<file path="config.mk">
export PLATFORM = sky130hd
export DESIGN_NAME = pe_mac_stream
export DESIGN_NICKNAME = d
export VERILOG_FILES = /design/src/rtl/pe_stream_pkg.sv /design/src/rtl/pe_sat_add.sv /design/src/rtl/pe_mac_stream.sv
export SDC_FILE = /design/constraint.sdc
export NUM_CORES = 1
export LEC_CHECK = 0
export BUFFER_PORTS_ARGS = -buffer_cell sky130_fd_sc_hd__buf_2
export CELL_PAD_IN_SITES_DETAIL_PLACEMENT = 1
export CELL_PAD_IN_SITES_GLOBAL_PLACEMENT = 1
export CORE_MARGIN = 2
export CORE_UTILIZATION = 45
export CTS_CLUSTER_DIAMETER = 150
export DETAILED_ROUTE_END_ITERATION = 7
export GPL_ROUTABILITY_DRIVEN = 0
export PLACE_DENSITY_LB_ADDON = 0.1
export RECOVER_POWER = 25
export SLEW_MARGIN = 20
export SYNTH_ARGS = -nofsm -noshare
export SYNTH_HDL_FRONTEND = slang
export SYNTH_SLANG_ARGS = --single-unit
</file>
<file path="constraint.sdc">
create_clock -name i_clk -period 7.05 [get_ports i_clk]
set_input_delay 0.705 -clock i_clk [delete_from_list [all_inputs] [get_ports i_clk]]
set_output_delay 0.705 -clock i_clk [all_outputs]
set_load 0.01 [all_outputs]
</file>
<file path="src/rtl/pe_stream_pkg.sv">
// Shared types and constants for the streaming MAC processing element.
package pe_stream_pkg;

  typedef enum logic [0:0] {IDLE, ACC} pe_state_t;

  // Widest accumulator the limit helper can describe.
  localparam int unsigned MaxAccW = 128;

  // Largest (want_max=1) or smallest (want_max=0) value of an acc_w-bit accumulator.
  function automatic logic [MaxAccW-1:0] acc_limit(input int unsigned acc_w, input bit is_signed,
                                                   input bit want_max);
    logic [MaxAccW-1:0] lim;
    logic [MaxAccW-1:0] one;
    lim = '0;
    one = MaxAccW'(1);
    for (int unsigned i = 0; i < MaxAccW; i++) begin
      if (i < acc_w && want_max) lim = lim | (one << i);
      if (is_signed && i == acc_w - 1) begin
        if (want_max) lim = lim & ~(one << i);
        else          lim = lim | (one << i);
      end
    end
    return lim;
  endfunction

endpackage

</file>
<file path="src/rtl/pe_sat_add.sv">
// Combinational accumulator adder with overflow detect and optional clamping.
module pe_sat_add
  import pe_stream_pkg::*;
#(
  parameter int unsigned ACC_W    = 32,
  parameter bit          SIGNED   = 1'b0,
  parameter bit          SATURATE = 1'b1
) (
  input  logic [ACC_W-1:0] i_a,
  input  logic [ACC_W-1:0] i_b,
  output logic [ACC_W-1:0] o_sum,
  output logic             o_ovf
);

  localparam logic [ACC_W-1:0] AccMax = ACC_W'(acc_limit(ACC_W, SIGNED, 1'b1));
  localparam logic [ACC_W-1:0] AccMin = ACC_W'(acc_limit(ACC_W, SIGNED, 1'b0));

  logic [ACC_W:0] full;
  logic           ovf;
  logic           ovf_high;

  assign full = {1'b0, i_a} + {1'b0, i_b};

  if (SIGNED) begin : g_signed
    logic unused_carry;
    assign unused_carry = full[ACC_W];
    // Operands agree in sign but the result does not.
    assign ovf      = (i_a[ACC_W-1] == i_b[ACC_W-1]) && (full[ACC_W-1] != i_a[ACC_W-1]);
    assign ovf_high = ~i_a[ACC_W-1];
  end else begin : g_unsigned
    assign ovf      = full[ACC_W];
    assign ovf_high = 1'b1;
  end

  always_comb begin
    o_sum = full[ACC_W-1:0];
    if (SATURATE && ovf) o_sum = ovf_high ? AccMax : AccMin;
  end

  assign o_ovf = ovf;

endmodule

</file>
<file path="src/rtl/pe_mac_stream.sv">
// Output-stationary systolic PE: forwards A/B operands and accumulates their products
// per tile, handing each tile sum to a valid/ready result register.
module pe_mac_stream
  import pe_stream_pkg::*;
#(
  parameter int unsigned A_W      = 8,
  parameter int unsigned B_W      = 8,
  parameter int unsigned ACC_W    = 32,
  parameter bit          SIGNED   = 1'b0,
  parameter bit          SATURATE = 1'b1
) (
  input  logic             i_clk,
  input  logic             i_arst,
  input  logic [A_W-1:0]   i_a,
  input  logic             i_aValid,
  input  logic             i_aLast,
  input  logic [B_W-1:0]   i_b,
  input  logic             i_bValid,
  output logic [A_W-1:0]   o_a,
  output logic             o_aValid,
  output logic             o_aLast,
  output logic [B_W-1:0]   o_b,
  output logic             o_bValid,
  output logic [ACC_W-1:0] o_y,
  output logic             o_yValid,
  input  logic             i_yReady,
  output logic             o_yOvf,
  output logic             o_busy,
  output logic             o_err
);

  localparam int unsigned PW = A_W + B_W;

  pe_state_t        state_q, state_d;
  logic [ACC_W-1:0] acc_q, acc_d;
  logic             ovf_q, ovf_d;
  logic [ACC_W-1:0] y_q, y_d;
  logic             y_valid_q, y_valid_d, y_ovf_q, y_ovf_d, err_q, err_d;
  logic [ACC_W-1:0] product, sum;
  logic             add_ovf, fire, tile_end, tile_ovf;

  if (SIGNED) begin : g_signed
    logic signed [PW-1:0] a_ext, b_ext, prod;
    assign a_ext   = $signed({{B_W{i_a[A_W-1]}}, i_a});
    assign b_ext   = $signed({{A_W{i_b[B_W-1]}}, i_b});
    assign prod    = a_ext * b_ext;
    assign product = ACC_W'(prod);
  end else begin : g_unsigned
    logic [PW-1:0] prod;
    assign prod    = {{B_W{1'b0}}, i_a} * {{A_W{1'b0}}, i_b};
    assign product = ACC_W'(prod);
  end

  // acc_q is zero in IDLE, so the same adder also starts a fresh tile.
  pe_sat_add #(
    .ACC_W   (ACC_W),
    .SIGNED  (SIGNED),
    .SATURATE(SATURATE)
  ) u_add (
    .i_a  (acc_q),
    .i_b  (product),
    .o_sum(sum),
    .o_ovf(add_ovf)
  );

  assign fire     = i_aValid & i_bValid;
  assign tile_end = fire & i_aLast;
  assign tile_ovf = ovf_q | add_ovf;

  always_comb begin
    state_d = state_q;
    acc_d   = acc_q;
    ovf_d   = ovf_q;
    case (state_q)
      IDLE: begin
        if (fire && !i_aLast) begin
          state_d = ACC;
          acc_d   = sum;
          ovf_d   = add_ovf;
        end
      end
      ACC: begin
        if (fire) begin
          if (i_aLast) begin
            state_d = IDLE;
            acc_d   = '0;
            ovf_d   = 1'b0;
          end else begin
            acc_d = sum;
            ovf_d = tile_ovf;
          end
        end
      end
      default: begin
        state_d = IDLE;
        acc_d   = '0;
        ovf_d   = 1'b0;
      end
    endcase
  end

  always_comb begin
    y_d       = y_q;
    y_valid_d = y_valid_q;
    y_ovf_d   = y_ovf_q;
    err_d     = err_q | (i_aValid ^ i_bValid);
    if (tile_end) begin
      if (!y_valid_q || i_yReady) begin
        y_d       = sum;
        y_ovf_d   = tile_ovf;
        y_valid_d = 1'b1;
      end else begin
        err_d = 1'b1;
      end
    end else if (y_valid_q && i_yReady) begin
      y_valid_d = 1'b0;
    end
  end

  always_ff @(posedge i_clk) begin
    if (i_arst) begin
      state_q   <= IDLE;
      acc_q     <= '0;
      ovf_q     <= 1'b0;
      y_q       <= '0;
      y_valid_q <= 1'b0;
      y_ovf_q   <= 1'b0;
      err_q     <= 1'b0;
      o_a       <= '0;
      o_aValid  <= 1'b0;
      o_aLast   <= 1'b0;
      o_b       <= '0;
      o_bValid  <= 1'b0;
    end else begin
      state_q   <= state_d;
      acc_q     <= acc_d;
      ovf_q     <= ovf_d;
      y_q       <= y_d;
      y_valid_q <= y_valid_d;
      y_ovf_q   <= y_ovf_d;
      err_q     <= err_d;
      o_aValid  <= i_aValid;
      o_aLast   <= i_aValid & i_aLast;
      o_bValid  <= i_bValid;
      if (i_aValid) o_a <= i_a;
      if (i_bValid) o_b <= i_b;
    end
  end

  assign o_y      = y_q;
  assign o_yValid = y_valid_q;
  assign o_yOvf   = y_ovf_q;
  assign o_busy   = (state_q == ACC);
  assign o_err    = err_q;

endmodule

</file>
==> results.cfg <==
[setup_path]
startpoint_type = primary input
rr_worst_depth = 15
cpMaxStageDelayCell = nor2_1
timing.rr.start = acc_q[6]
crit_family = adder cells
cp-end-kind = register
crit_buf_inv = 3
crit_arrival_ns = 5.75
worstPathRequired_ns = 7.24
path_cells = buf_2 > and2_1 > fa_1 > fa_1 > fa_1 > inv_1 > fa_1 > inv_1 > ha_1 > a21oi_1 > o21ai_0 > a41oi_2 > a211oi_4 > nor2_1 > a31oi_1
crit_fanout = 12
reg2reg_to = o_y[31]
cpMostUsedCell = fa_1
cp_slowest_stage_delay_ns = 0.70
r2r_setup_slack_ns = 2.07
path_class = primary input to register

[grt]
overflow = 0
grt_max_degree = 52
antenna_found_initial = 0
grt_pass1_wl_mm = 31.0
grt_pass1_vias = 6004
grt_use_total_pct = 26.2

[finish]
drive_gt1_share_pct = 10.7
layout-area-overhead-vs-synth_pct = 11.4
fin_area_um2 = 7230
antenna_cells = 0
fin_nets = 947

[sta]
slew_violations = 52
tns_ns = 0
fin_crit_ns = 5.56
setup_viol = 0
hold_viol = 0
period_share_pct = 78.8
fmax_mhz = 180
finClkSkew_ns = 0.0115
rsz0062_at_grt = false
timing.slew.headroom_pct = -67.5
max_slew.worst_pin.slew_ns = 2.51
fin_hold_ws_ns = 0.455

[floorplan]
coreArea_um2 = 14000
rows = 43
start_util_pct = 46.4
die-area_um2 = 15400
fp.dieW_um = 124
die_h_um = 124
ioPinCount = 77

[power]
vdd_drop_max_uv = 173
power.switching_w = 0.000905
pwr-share-clk_pct = 22.8
power_frac_seq_pct = 26.7
p_leak_nw = 3.27
internal_power_w = 0.00117
comb_power_share_pct = 50.5
powerDensity_nw_per_um2 = 287
swShare_pct = 43.6
power_w = 0.00208

[clock_tree]
hold_buffers = 0
root_buffer = clkbuf_16
clkLatencyLatePin_ns = 0.36
ctsResizeCount = 0
cts_tree = yes
cts_buffer_depth = 2
cts_sinks = 88
clk_pin_slew_ns = 0.07
cts_buffers = 9
cts_setup_buffers = 0
htreeDepth = 3

[synth]
synth-edff-count = 0
synth_fp_nets = 894
synthAdderAreaFrac_pct = 23.5
yosys.area.top_type = dfxtp_1
synth_top_flop_cell = dfxtp_1
synth_mux_area_share_pct = 2.62
synth_cell_types = 53
yosysSeqAreaShare_pct = 27.2
synth_compound_area_share_pct = 18.6
synth_area_um2 = 6490
yosysWarnings = 0
synthSimpleGateAreaFrac_pct = 17.4
synthXorXnorAreaFrac_pct = 2.16
synth_top_family_by_area = adder cells
synth_area_leaders = dfxtp_1 27%, fa_1 15%, ha_1 8.1%
synth_top_area_share_pct = 27.2
syn_avg_cell_area_um2 = 8.32
async_flop_share_pct = 0
ys_ff_latch = 88
syn_inst = 780

[placement]
io_buffers = 76
placed_cell_area_um2 = 6960
dpl.hpwl_mm = 14.6

[route]
vias_per_cell = 5.61
ant_nets = 0
drc = 0
vias = 5715
drt_pass1_iterations = 4
avgRoutedWirePerCell_um = 18.7
first_iter_violations = 234
wirelength_mm = 19.0

[flow_run]
max_cap_violations = 1

[status]
violations = max-capacitance violations, max-slew violations
status = finished with violations

[min_path]
hp-class = register to register
hold_path_end = acc_q[9]
holdCritStartpoint = acc_q[9]
worstHoldPathCells = 2
## routing by layer
layer	vias to the layer above	wire length [um]	GRT usage [%]
met3	34	434	2.88
met2	93	9930	46.2
met1	2851	8190	32.1
met4	0	480	11.6
met5	-	0	0
li1	2737	-	-
## flip-flops by register name (all words and copies together) (netlist names), 8 cells and up, named ones only
signal / count
acc_q: 32
o_a: 8
o_b: 8
o_y: 32
## cell families (layout without fill, tap and decap cells)
| group | Yosys count | count (layout) |
|---|---|---|
| flip-flops | 88 | 88 |
| AO/OA/AOI/OAI | 193 | 193 |
| XOR/XNOR | 16 | 16 |
| buffers and inverters | 139 | 197 |
| adder cells (fa/ha/maj) | 92 | 92 |
| AND/OR/NAND/NOR | 235 | 235 |
| multiplexers | 17 | 17 |
## cells in the mapped netlist, drive strengths merged (3+ instances only)
library cell	instances
buf	13
nor2	47
o21ai	66
a21o	9
nand2b	6
and2	41
inv	99
and3	4
ha	42
o211ai	13
a31o	3
clkbuf	26
nand4	8
or4	5
fa	50
dfxtp	88
nor2b	5
o21a	4
a2111oi	3
nand3	11
nor3	13
a21oi	53
mux2i	17
a211oi	7
xnor2	12
a31oi	10
or3	11
nand2	82
a41oi	6
xor2	4
## tightest hold or removal path, cell delays in order (launching register included)
cell and delay [ns]:
dfxtp_1 0.31, nand2_1 0.05, a21oi_1 0.05
## worst max path at each step
stage	slack, ns	startpoint	to	cells past startpoint
after floorplan	1.94	i_a[5]	acc_q[29]	16
after global placement	0.97	i_a[2]	o_y[27]	15
after detailed placement	0.80	i_a[2]	o_y[31]	15
after CTS	1.15	i_a[2]	o_y[31]	15
after global routing	1.17	i_b[6]	o_y[31]	15
final	1.49	i_a[2]	o_y[31]	15
## through the flow
| stage | std cells | setup slack, ns | util, % |
|---|---|---|---|
| after floorplan | 780 | 1.94 | - |
| after detailed placement | 1001 | 0.798 | 49.7 |
| final | 1018 | 1.49 | 51.7 |
| after global routing | 1018 | 1.17 | 51.7 |
| after CTS | 1017 | 1.15 | 51.7 |
| after global placement | 1001 | 0.966 | 49.7 |
## cell usage in the layout (no fill, tap or decap), types with 10 or more instances in the layout
cell and count:
inv_1 99, dfxtp_1 88, nand2_1 82, o21ai_0 65, buf_2 61, a21oi_1 52, fa_1 50, nor2_1 47
ha_1 42, and2_1 40, mux2i_1 17, clkbuf_1 17, nor3_1 13, o211ai_1 12, xnor2_1 12, nand3_1 11
or3_1 11, a31oi_1 10
## cell type report
type | count | area [um2]
clock buffer | 11 | 243
clock inverter | 5 | 40.0
fill | 1761 | 6760
inverter | 100 | 375
multi-input combinational | 553 | 4180
sequential | 88 | 1760
tap | 180 | 225
timing repair buffer | 81 | 403
## power by group through the flow
stage	Sequential, W	Clock [W]	Combinational (W)
floorplan	0.000569	0	0.000759
global placement	0.000563	0	0.00103
detailed placement	0.000566	0	0.00105
CTS	0.000554	0.000483	0.00107
global route	0.000558	0.000497	0.00120
finish	0.000554	0.000475	0.00105
Note: power is estimated with default switching activity, not from simulation.
